===== src/rtl/instr_encoder.sv =====
// Packs RV32 instruction field bundles into 32-bit words and streams them to
// instruction memory through a 2-entry FIFO, one load session per start pulse.
module instr_encoder #(
    parameter int COUNT_W = 16
) (
    input  logic               clk,
    input  logic               reset,
    input  logic               start,
    input  logic [31:0]        base_addr,
    input  logic               in_valid,
    output logic               in_ready,
    input  logic               in_last,
    input  logic [2:0]         fmt,
    input  logic [4:0]         rd,
    input  logic [4:0]         rs1,
    input  logic [4:0]         rs2,
    input  logic [11:0]        immed,
    input  logic [9:0]         func,
    input  logic [19:0]        joffset,
    output logic               imem_we,
    input  logic               imem_ready,
    output logic [31:0]        imem_addr,
    output logic [31:0]        imem_wdata,
    output logic               done,
    output logic               err_illegal,
    output logic [COUNT_W-1:0] instr_count
);
    typedef enum logic [1:0] {IDLE, RUN, DRAIN, DONE} state_t;

    localparam logic [6:0] OP_R = 7'b0110011;
    localparam logic [6:0] OP_I = 7'b0010011;
    localparam logic [6:0] OP_S = 7'b0100011;
    localparam logic [6:0] OP_B = 7'b1100011;
    localparam logic [6:0] OP_J = 7'b1101111;
    localparam logic [6:0] OP_L = 7'b0000011;

    state_t             state_q, state_d;
    logic [31:0]        slot0_q, slot0_d, slot1_q, slot1_d;
    logic               wr_ptr_q, wr_ptr_d, rd_ptr_q, rd_ptr_d;
    logic [1:0]         occ_q, occ_d;
    logic [31:0]        addr_q, addr_d;
    logic [COUNT_W-1:0] count_q, count_d;
    logic               err_q, err_d;

    logic [31:0] enc_word;
    logic        enc_legal;
    logic        accept, push, pop;
    logic [31:0] head;

    always_comb begin
        enc_word  = '0;
        enc_legal = 1'b1;
        case (fmt)
            3'd0: enc_word = {func[9:3], rs2, rs1, func[2:0], rd, OP_R};
            3'd1: enc_word = {immed, rs1, func[2:0], rd, OP_I};
            3'd2: enc_word = {immed[11:5], rs2, rs1, func[2:0], immed[4:0], OP_S};
            3'd3: enc_word = {immed[11], immed[9:4], rs2, rs1, func[2:0],
                              immed[3:0], immed[10], OP_B};
            3'd4: enc_word = {joffset[19], joffset[9:0], joffset[10],
                              joffset[18:11], rd, OP_J};
            3'd5: enc_word = {immed, rs1, func[2:0], rd, OP_L};
            default: enc_legal = 1'b0;
        endcase
    end

    // in_ready depends only on registered state so imem_ready never reaches it.
    assign in_ready    = (state_q == RUN) && (occ_q != 2'd2);
    assign imem_we     = ((state_q == RUN) || (state_q == DRAIN)) && (occ_q != 2'd0);
    assign head        = rd_ptr_q ? slot1_q : slot0_q;
    assign imem_wdata  = imem_we ? head : 32'd0;
    assign imem_addr   = addr_q;
    assign done        = (state_q == DONE);
    assign err_illegal = err_q;
    assign instr_count = count_q;

    assign accept = in_valid && in_ready;
    assign push   = accept && enc_legal;
    assign pop    = imem_we && imem_ready;

    always_comb begin
        state_d  = state_q;
        slot0_d  = slot0_q;
        slot1_d  = slot1_q;
        wr_ptr_d = wr_ptr_q;
        rd_ptr_d = rd_ptr_q;
        occ_d    = occ_q + {1'b0, push} - {1'b0, pop};
        addr_d   = addr_q;
        count_d  = count_q;
        err_d    = err_q;

        case (state_q)
            IDLE: begin
                if (start) begin
                    state_d = RUN;
                    addr_d  = {base_addr[31:2], 2'b00};
                    count_d = '0;
                    err_d   = 1'b0;
                end
            end
            RUN: begin
                if (accept && in_last) state_d = DRAIN;
            end
            DRAIN: begin
                if (occ_q == 2'd0) state_d = DONE;
            end
            DONE: state_d = IDLE;
            default: state_d = IDLE;
        endcase

        if (accept && !enc_legal) err_d = 1'b1;

        if (push) begin
            if (wr_ptr_q) slot1_d = enc_word;
            else          slot0_d = enc_word;
            wr_ptr_d = ~wr_ptr_q;
        end

        if (pop) begin
            rd_ptr_d = ~rd_ptr_q;
            addr_d   = addr_q + 32'd4;
            if (count_q != {COUNT_W{1'b1}}) count_d = count_q + COUNT_W'(1);
        end
    end

    always_ff @(posedge clk) begin
        if (reset) begin
            state_q  <= IDLE;
            slot0_q  <= '0;
            slot1_q  <= '0;
            wr_ptr_q <= 1'b0;
            rd_ptr_q <= 1'b0;
            occ_q    <= '0;
            addr_q   <= '0;
            count_q  <= '0;
            err_q    <= 1'b0;
        end else begin
            state_q  <= state_d;
            slot0_q  <= slot0_d;
            slot1_q  <= slot1_d;
            wr_ptr_q <= wr_ptr_d;
            rd_ptr_q <= rd_ptr_d;
            occ_q    <= occ_d;
            addr_q   <= addr_d;
            count_q  <= count_d;
            err_q    <= err_d;
        end
    end
endmodule


===== config.mk =====
export PLATFORM = sky130hd
export DESIGN_NAME = instr_encoder
export DESIGN_NICKNAME = d
export VERILOG_FILES = /design/src/rtl/instr_encoder.sv
export SDC_FILE = /design/constraint.sdc
export NUM_CORES = 1
export LEC_CHECK = 0
export CAP_MARGIN = 20
export CORE_ASPECT_RATIO = 2
export CORE_MARGIN = 5
export CORE_UTILIZATION = 52
export DETAILED_ROUTE_END_ITERATION = 6
export GPL_TIMING_DRIVEN = 0
export HOLD_SLACK_MARGIN = 0.08
export PLACE_DENSITY = 0.88
export SLEW_MARGIN = 20
export SYNTH_ARGS = -nofsm -noshare
export SYNTH_HDL_FRONTEND = slang
export SYNTH_SLANG_ARGS = --single-unit

===== constraint.sdc =====
create_clock -name clk -period 5 [get_ports clk]
set_clock_uncertainty 0.15 [all_clocks]
set_input_delay 1 -clock clk [delete_from_list [all_inputs] [get_ports clk]]
set_output_delay 1 -clock clk [all_outputs]
set_load 0.1 [all_outputs]

======== After elaboration in Yosys (flattened, before gate mapping) ========
Cells that the tools add are included.
cells by class
  add/subtract/negate cells ............... 4
  equality and inequality tests ........... 13
  multiplexer cells ....................... 18
  bitwise logic cells ..................... 2
  reductions and logical operators ........ 23
operators with widths
  operator                                                                 number
  32-bit case mux with 6 select lines                                      1
  32-bit 2-to-1 mux                                                        5
  16-bit 2-to-1 mux                                                        4
  32-bit by 3-bit adder with 32-bit output, second input constant          1
  16-bit by 1-bit adder with 16-bit output, second input constant          1
  16-bit inequality test, second input constant                            1
  2-bit nonzero test                                                       5
  2-bit case mux with 4 select lines                                       1
  2-bit AND reduction                                                      4
  1-bit logical AND                                                        7
  3-bit by 2-bit equality test with 1-bit output, second input constant    2
  3-bit equality test, second input constant                               2
  2-bit 2-to-1 mux                                                         3
  6-bit OR reduction                                                       1
  2-bit equality test, second input constant                               2
  2-bit zero test                                                          2
  1-bit 2-to-1 mux                                                         4
  2-bit by 1-bit inequality test with 1-bit output, second input constant  2
  2-bit inequality test, second input constant                             2
  3-bit by 1-bit equality test with 1-bit output, second input constant    1
  3-bit zero test                                                          1
  3-bit AND reduction                                                      1
  2-bit by 1-bit adder with 2-bit output                                   1
  2-bit by 1-bit equality test with 1-bit output, second input constant    1
  4 further kinds                                                          5
word-level totals
  flip-flop bits (word level) ............. 119
  input bits .............................. 98
  logic and storage cells ................. 69

======== Logic depth before layout (Yosys ltp) ========
Gate-level depths: netlist of run 1.
  word-level depth ........................ 7
  depth in mapped cells ................... 12
  mapped depth without buffers ............ 10

======== Worst setup path before layout of run 1 ========
Ideal clock, no wire load.
  path type ............................... reg-to-output
  from .................................... register state_q[1]
  to ...................................... output imem_wdata[1]
  arrival ................................. 2,881 ps
  setup slack ............................. 969 ps
  cell stages (with the launch flop) ...... 7
  path buffers ............................ 2
  path through ............................ dfxtp_1 > inv_1 > ha_1 > o21ai_0 > clkbuf_1 > nor2_1 > buf_4
between the ends
  cells in the longest elaborated chain, start to end .. 4
  elaborated cells between the ends (all ways) .. 5
  those cells by class .................... eq/ne (2); mux (1); reduce/logical (2)
RTL lines
  what                                                                                   RTL line  source
  from (decl)                                                                            37        state_t state_q, state_d;
  from (signal assigned)                                                                 137       state_q <= state_d;
  2-bit by 1-bit equality test with 1-bit output or 2-bit equality test (tied branches)  68        assign imem_we = ((state_q == RUN) || (state_q == DRAIN)) && (occ_q != 2'd0);
  1-bit logical OR (*)                                                                   68
  1-bit logical AND (*)                                                                  68
  32-bit 2-to-1 mux (*)                                                                  70        assign imem_wdata = imem_we ? head : 32'd0;
  to (decl)                                                                              23        output logic [31:0] imem_wdata,
Every way passes the cells marked *; elsewhere a longest branch is shown, timed or not.

======== Final worst setup path of run 1 ========
  from .................................... register state_q[1]
  to ...................................... output imem_wdata[3]
Same word-level chain as after synthesis.

==> metrics.yaml, run 1 <==
finish:
  antenna_cells: 0
  area_growth_pct: 41.0
  stdcell_area_um2: 8700
  nNetsFinal: 1111
  drive_above_1_share_pct: 5.50
setup_path:
  crit_required_ns: 3.85
  cp-end-kind: "output port"
  ff2ff_setup_slack_ns: 1.88
  reg2reg_depth: 12
  critPathMaxFanout: 10
  path_class: "reg2out"
  critPathLaunchType: "flop"
  worst_ep_arrival_time_ns: 3.28
clocking:
  clk_pin_slew_ns: 0.05
  tritoncts: "yes"
  cts_hold_buf: 0
  cts_buffer_depth: 2
  htree_levels: 4
  root_buffer: "clkbuf_16"
  clock_latency_ns: 0.41
  post_cts_resized: 0
  numCtsBuffers: 17
  cts.sink_count: 113
  post_cts.repair.setup_buffers: 0
yosys:
  ys_warn_count: 0
  synth_cells: 811
  synth.avg_cell_area_um2: 7.61
  ys.flop_type: "dfxtp_1"
  synth_seq_cells: 113
  async_flop_share_pct: 0
  synth_top_area_share_pct: 36.7
  yosysTopAreaCell: "dfxtp_1"
  synth.distinct_cells: 61
  synth_seq_area_share_pct: 36.7
  synth_edf_count: 0
  yosys-top-cells-area: "dfxtp_1 (37%), nor2_1 (9.1%), mux2i_1 (8.1%)"
  synth.cell_area_um2: 6170
power_and_ir_drop:
  sequentialPowerShare_pct: 30.2
  ir_drop_v: 0.000450
  p_clk_share_pct: 32.5
  power_density_nw_per_um2: 437
  p_total_mw: 3.80
  p_int_mw: 2.23
  switchingPower_mw: 1.57
  p_leak_nw: 2.98
  switching_share_pct: 41.3
  combPwrFrac_pct: 37.2
min_path:
  worstHoldPathCells: 2
  hold_path_class: "reg2reg"
route:
  finalWirelength_um: 21600
  viasPerCell: 5.95
  drc: 0
  dr.first_iter.drc_count: 449
  vias: 6919
  firstDrtPassIters: 7
  wl_per_cell_um: 18.6
  ant_nets: 0
floorplan:
  core-area_um2: 11700
  start_util_pct: 52.7
  die_w_um: 87.0
  die-area_um2: 14300
  die-height_um: 164
  num_io_pins: 182
  rows: 56
sta:
  finalHoldViolCount: 0
  timing.final.crit_share_pct: 88.7
  min_period_ns: 4.43
  timing.hold.ws_ns: 0.306
  worst_pin_slew_ns: 1.04
  slew_violations: 0
  setup_viol: 0
  rsz0062_at_grt: "false"
  max_freq_mhz: 226
  relSlewSlack_pct: 30.1
  fin_tns_setup_ns: 0
global_routing:
  grt_overflow: 0
  grt_pass1_wl_um: 34100
  track_usage_pct: 30.5
  grt_pass1_vias: 7137
  grt_max_degree: 17
  antenna_found_initial: 0
place:
  port_buffers: 174
  hpwl_um: 16200
  gp_congestion: 0.942
  postPlaceCellArea_um2: 8100
run:
  cap_violations: 0
status:
  status: "complete, no violations"
[area by class of cell]
class,count,area (um^2)
plain buffers,57,233
multi-input cells,614,3570
fillers,900,3000
repair buffers,174,1740
well taps,145,181
inverters,28,105
flip-flops and latches,113,2260
clock buffers,19,443
clock inverters,13,163
[metrics by stage]
stage,setup WS [ns],util [%],std cells
detailed placement,1.02,69.2,1131
global placement,1.06,69.2,1131
global route,0.445,74.4,1163
floorplan,0.969,-,812
CTS,0.547,74.4,1163
finish,0.567,74.4,1163
[power groups by stage]
stage,sequential [mW],clock (mW),combinational (mW)
final,1.15,1.24,1.41
after CTS,1.14,1.24,1.41
after floorplan,1.54,0,0.602
after detailed placement,1.16,0,1.39
after global placement,1.16,0,1.37
after global routing,1.16,1.28,1.49
[synth_stat cells (6+ instances only)]
library cell	n
a31oi_1	21
or3_1	14
ha_1	8
inv_1	27
clkbuf_1	46
nand3_1	36
a21oi_1	37
o21ai_0	8
mux2i_1	50
o211ai_1	6
xnor2_1	7
nor2_1	150
dfxtp_1	113
o22a_1	6
nand3b_1	13
nor3_1	47
nand2_1	68
nand2b_1	7
a211oi_1	13
o21ai_1	21
nand4_1	13
o22ai_1	15
a22oi_1	14
[flip-flops by register name, summed over array words and instances, names as in the netlist]
name         flops
err_illegal      1
occ_q            2
slot1_q         30
rd_ptr_q         1
instr_count     16
state_q          2
wr_ptr_q         1
imem_addr       30
slot0_q         30
[routing by layer]
layer  GRT usage (%)  vias up  share of wire, %
li1                -     3264                 -
met2            56.7      361                53
met3            6.07       81               7.6
met5               0        -                 0
met4            20.4        0               5.5
met1            28.9     3213                34
[cell families after synthesis]
kind of cell / after synthesis / synth area share [%]
simple gates: 380 / 29.2
flops: 113 / 36.7
fa+ha+maj: 8 / 1.62
mux: 51 / 8.29
xor+xnor: 10 / 1.42
buf+inv: 85 / 5.48
compound gates: 163 / 17.3
other cells: 1 / 0.0608
[worst max-delay path, cell delays in order, from the launching register on]
cell,delay (ns)
dfxtp_1,0.40
inv_1,0.10
ha_1,0.35
o21ai_0,0.21
clkbuf_1,0.30
nor2_1,0.25
buf_4,0.14
clkdlybuf4s50_1,1.12
[layout by cell type (no fill, tap or decap), types with 14 or more instances in the layout]
master           count
a21oi_1             37
a22oi_1             14
a31oi_1             21
clkbuf_1            47
clkbuf_16           17
clkdlybuf4s50_1    174
dfxtp_1            113
inv_1               27
mux2i_1             50
nand2_1             68
nand3_1             36
nor2_1             150
nor3_1              47
o21ai_1             21
o22ai_1             15
or3_1               14
[worst paths after layout]
| check | endpoint | from |
|---|---|---|
| min | slot0_q[5] | slot0_q[5] |
| max | imem_wdata[3] | state_q[1] |
| max reg2reg | occ_q[1] | state_q[1] |
| min reg2reg | slot0_q[5] | slot0_q[5] |
(Power assumes the default switching activity.)
==> run 2, diff against run 1 <==
- CORE_MARGIN: 5 -> 2
- RECOVER_POWER: default -> 100
==> run 2 against run 1 <==
  * Utilization is 0.14 points higher
  * Register-to-register slack worse by 0.70 ns
  * Final area is 0.42% lower
  * Critical path depth stayed put
  * Clock-buffer cell count is 2 lower
  * Sequential cell count stayed put
  * Sequential share of layout area is 0.11 points higher
  * Clock power is 3% lower
  * Sequential power hardly changed
  * Via count is 1.1% higher
  * Global-route usage is 3.5 points higher
  * Critical path type unchanged
==> metrics.yaml, run 2 (synthesized netlist as in run 1, its figures left out) <==
place:
  port_buffers: 174
  postPlaceCellArea_um2: 8100
  dp.cells: 1131
  hpwl_um: 16100
  pre_cts_slack_ns: 1.05
  gp_congestion: 0.925
global_routing:
  grt_overflow: 0
  track_usage_pct: 33.9
  antenna_found_initial: 1
  grt_max_degree: 17
  grt_pass1_wl_um: 33400
  grt_pass1_vias: 7068
sta:
  rsz0062_at_grt: "false"
  worst_pin_slew_ns: 1.04
  min_period_ns: 4.42
  slew_violations: 0
  fin_ws_ns: 0.582
  timing.final.crit_share_pct: 88.4
  finalHoldViolCount: 0
  timing.hold.ws_ns: 0.303
  setup_viol: 0
  max_freq_mhz: 226
  relSlewSlack_pct: 30.7
  fin_tns_setup_ns: 0
clocking:
  htree_levels: 4
  root_buffer: "clkbuf_16"
  post_cts.repair.setup_buffers: 0
  clk_pin_slew_ns: 0.05
  tritoncts: "yes"
  cts_buffer_depth: 2
  numCtsBuffers: 17
  post_cts_resized: 0
  cts_hold_buf: 0
  clock_latency_ns: 0.42
  cts.sink_count: 113
floorplan:
  num_io_pins: 182
  core-area_um2: 11600
  die-area_um2: 12800
  die_w_um: 81.0
  die-height_um: 158
  start_util_pct: 53.0
  rows: 56
power_and_ir_drop:
  p_leak_nw: 3.23
  sequentialPowerShare_pct: 30.8
  switchingPower_mw: 1.57
  combPwrFrac_pct: 37.0
  ir_drop_v: 0.000401
  p_int_mw: 2.14
  power_density_nw_per_um2: 429
  switching_share_pct: 42.3
  p_clk_share_pct: 32.2
  p_total_mw: 3.71
finish:
  area_growth_pct: 40.5
  drive_above_1_share_pct: 4.91
  layoutNonFillerInstCount: 1164
  final_common_cell: "nor2_1"
  stdcell_area_um2: 8670
  nNetsFinal: 1111
  n_fill_cell: 904
  postLayoutCoreUtil_pct: 74.5
  mostFrequentLayoutCells: "nor2_1 (150), dfxtp_1 (113), clkdlybuf4s50_1 (88), dlygate4sd3_1 (86), nand2_1 (68)"
route:
  finalWirelength_um: 21400
  wl_per_cell_um: 18.4
  drc: 0
  vias: 6993
  dr.first_iter.drc_count: 301
  viasPerCell: 6.01
  ant_nets: 0
  firstDrtPassIters: 5
setup_path:
  crit_required_ns: 3.85
  worst_ep_arrival_time_ns: 3.27
  ff2ff_setup_slack_ns: 1.18
  path_class: "reg2out"
  critPathMaxFanout: 10
  reg2reg_depth: 12
  r2r-end: "occ_q[1]"
  rr_startpoint: "state_q[1]"
  critPathLaunchType: "flop"
  cp-end-kind: "output port"
min_path:
  worstHoldPathCells: 2
  holdPathEnd: "slot0_q[4]"
  hold_path_class: "reg2reg"
  min_from: "slot0_q[4]"
status:
  status: "complete, no violations"
run:
  cap_violations: 0
[run 2: cell types whose count changed in the layout (fill, tap and decap cells not counted), moves of 2 or more]
| cell | change |
|---|---|
| buf_2 | -3 |
| o21ai_0 | +17 |
| clkinvlp_4 | -2 |
| o21ai_1 | -17 |
| clkbuf_1 | +4 |
| clkdlybuf4s50_1 | -86 |
| dlygate4sd3_1 | +86 |
| buf_1 | -2 |
| clkinv_4 | +2 |
| inv_6 | +3 |
[run 2: power groups by stage]
stage | Clock (mW) | Sequential [mW] | Combinational, mW
floorplan | 0 | 1.54 | 0.602
global placement | 0 | 1.15 | 1.37
detailed placement | 0 | 1.16 | 1.39
CTS | 1.20 | 1.14 | 1.40
global route | 1.24 | 1.16 | 1.46
finish | 1.20 | 1.14 | 1.37
[run 2: critical path, stage by stage, from the launching register on]
cell,delay (ns)
dfxtp_1,0.38
inv_1,0.08
ha_1,0.33
o21ai_0,0.19
clkbuf_1,0.31
nor2_1,0.24
buf_4,0.13
dlygate4sd3_1,1.19
[run 2: cell type report]
| cell class | instances | area, um^2 | share of cell area (%) |
|---|---|---|---|
| Multi-Input combinational cell | 614 | 3560 | 41.0 |
| Sequential cell | 113 | 2260 | 26.1 |
| Timing Repair Buffer | 174 | 1740 | 20.1 |
| Clock buffer | 17 | 425 | 4.91 |
| Buffer | 57 | 229 | 2.64 |
| Tap cell | 145 | 181 | 2.09 |
| Clock inverter | 15 | 161 | 1.86 |
| Inverter | 28 | 105 | 1.21 |
| Antenna cell | 1 | 2.50 | 0.0289 |
[run 2: how the worst max path moves through the flow]
stage               slack, ns       start       endpoint
CTS                      0.59  state_q[1]  imem_wdata[3]
detailed placement       1.05  state_q[1]  imem_wdata[3]
finish                   0.58  state_q[1]  imem_wdata[3]
global route             0.45  state_q[1]  imem_wdata[1]
global placement         1.08  state_q[1]  imem_wdata[3]
floorplan                0.97  state_q[1]  imem_wdata[1]
[run 2: layer usage]
metal  wire [um]  share of wire (%)  up-vias  global-route usage, %
li1            -                  -     3265                      -
met1        7320                 34     3253                   32.7
met2       11100                 52      358                   61.5
met3        1410                6.6      117                   6.67
met4        1560                7.3        0                   25.2
met5           0                  0        -                      0
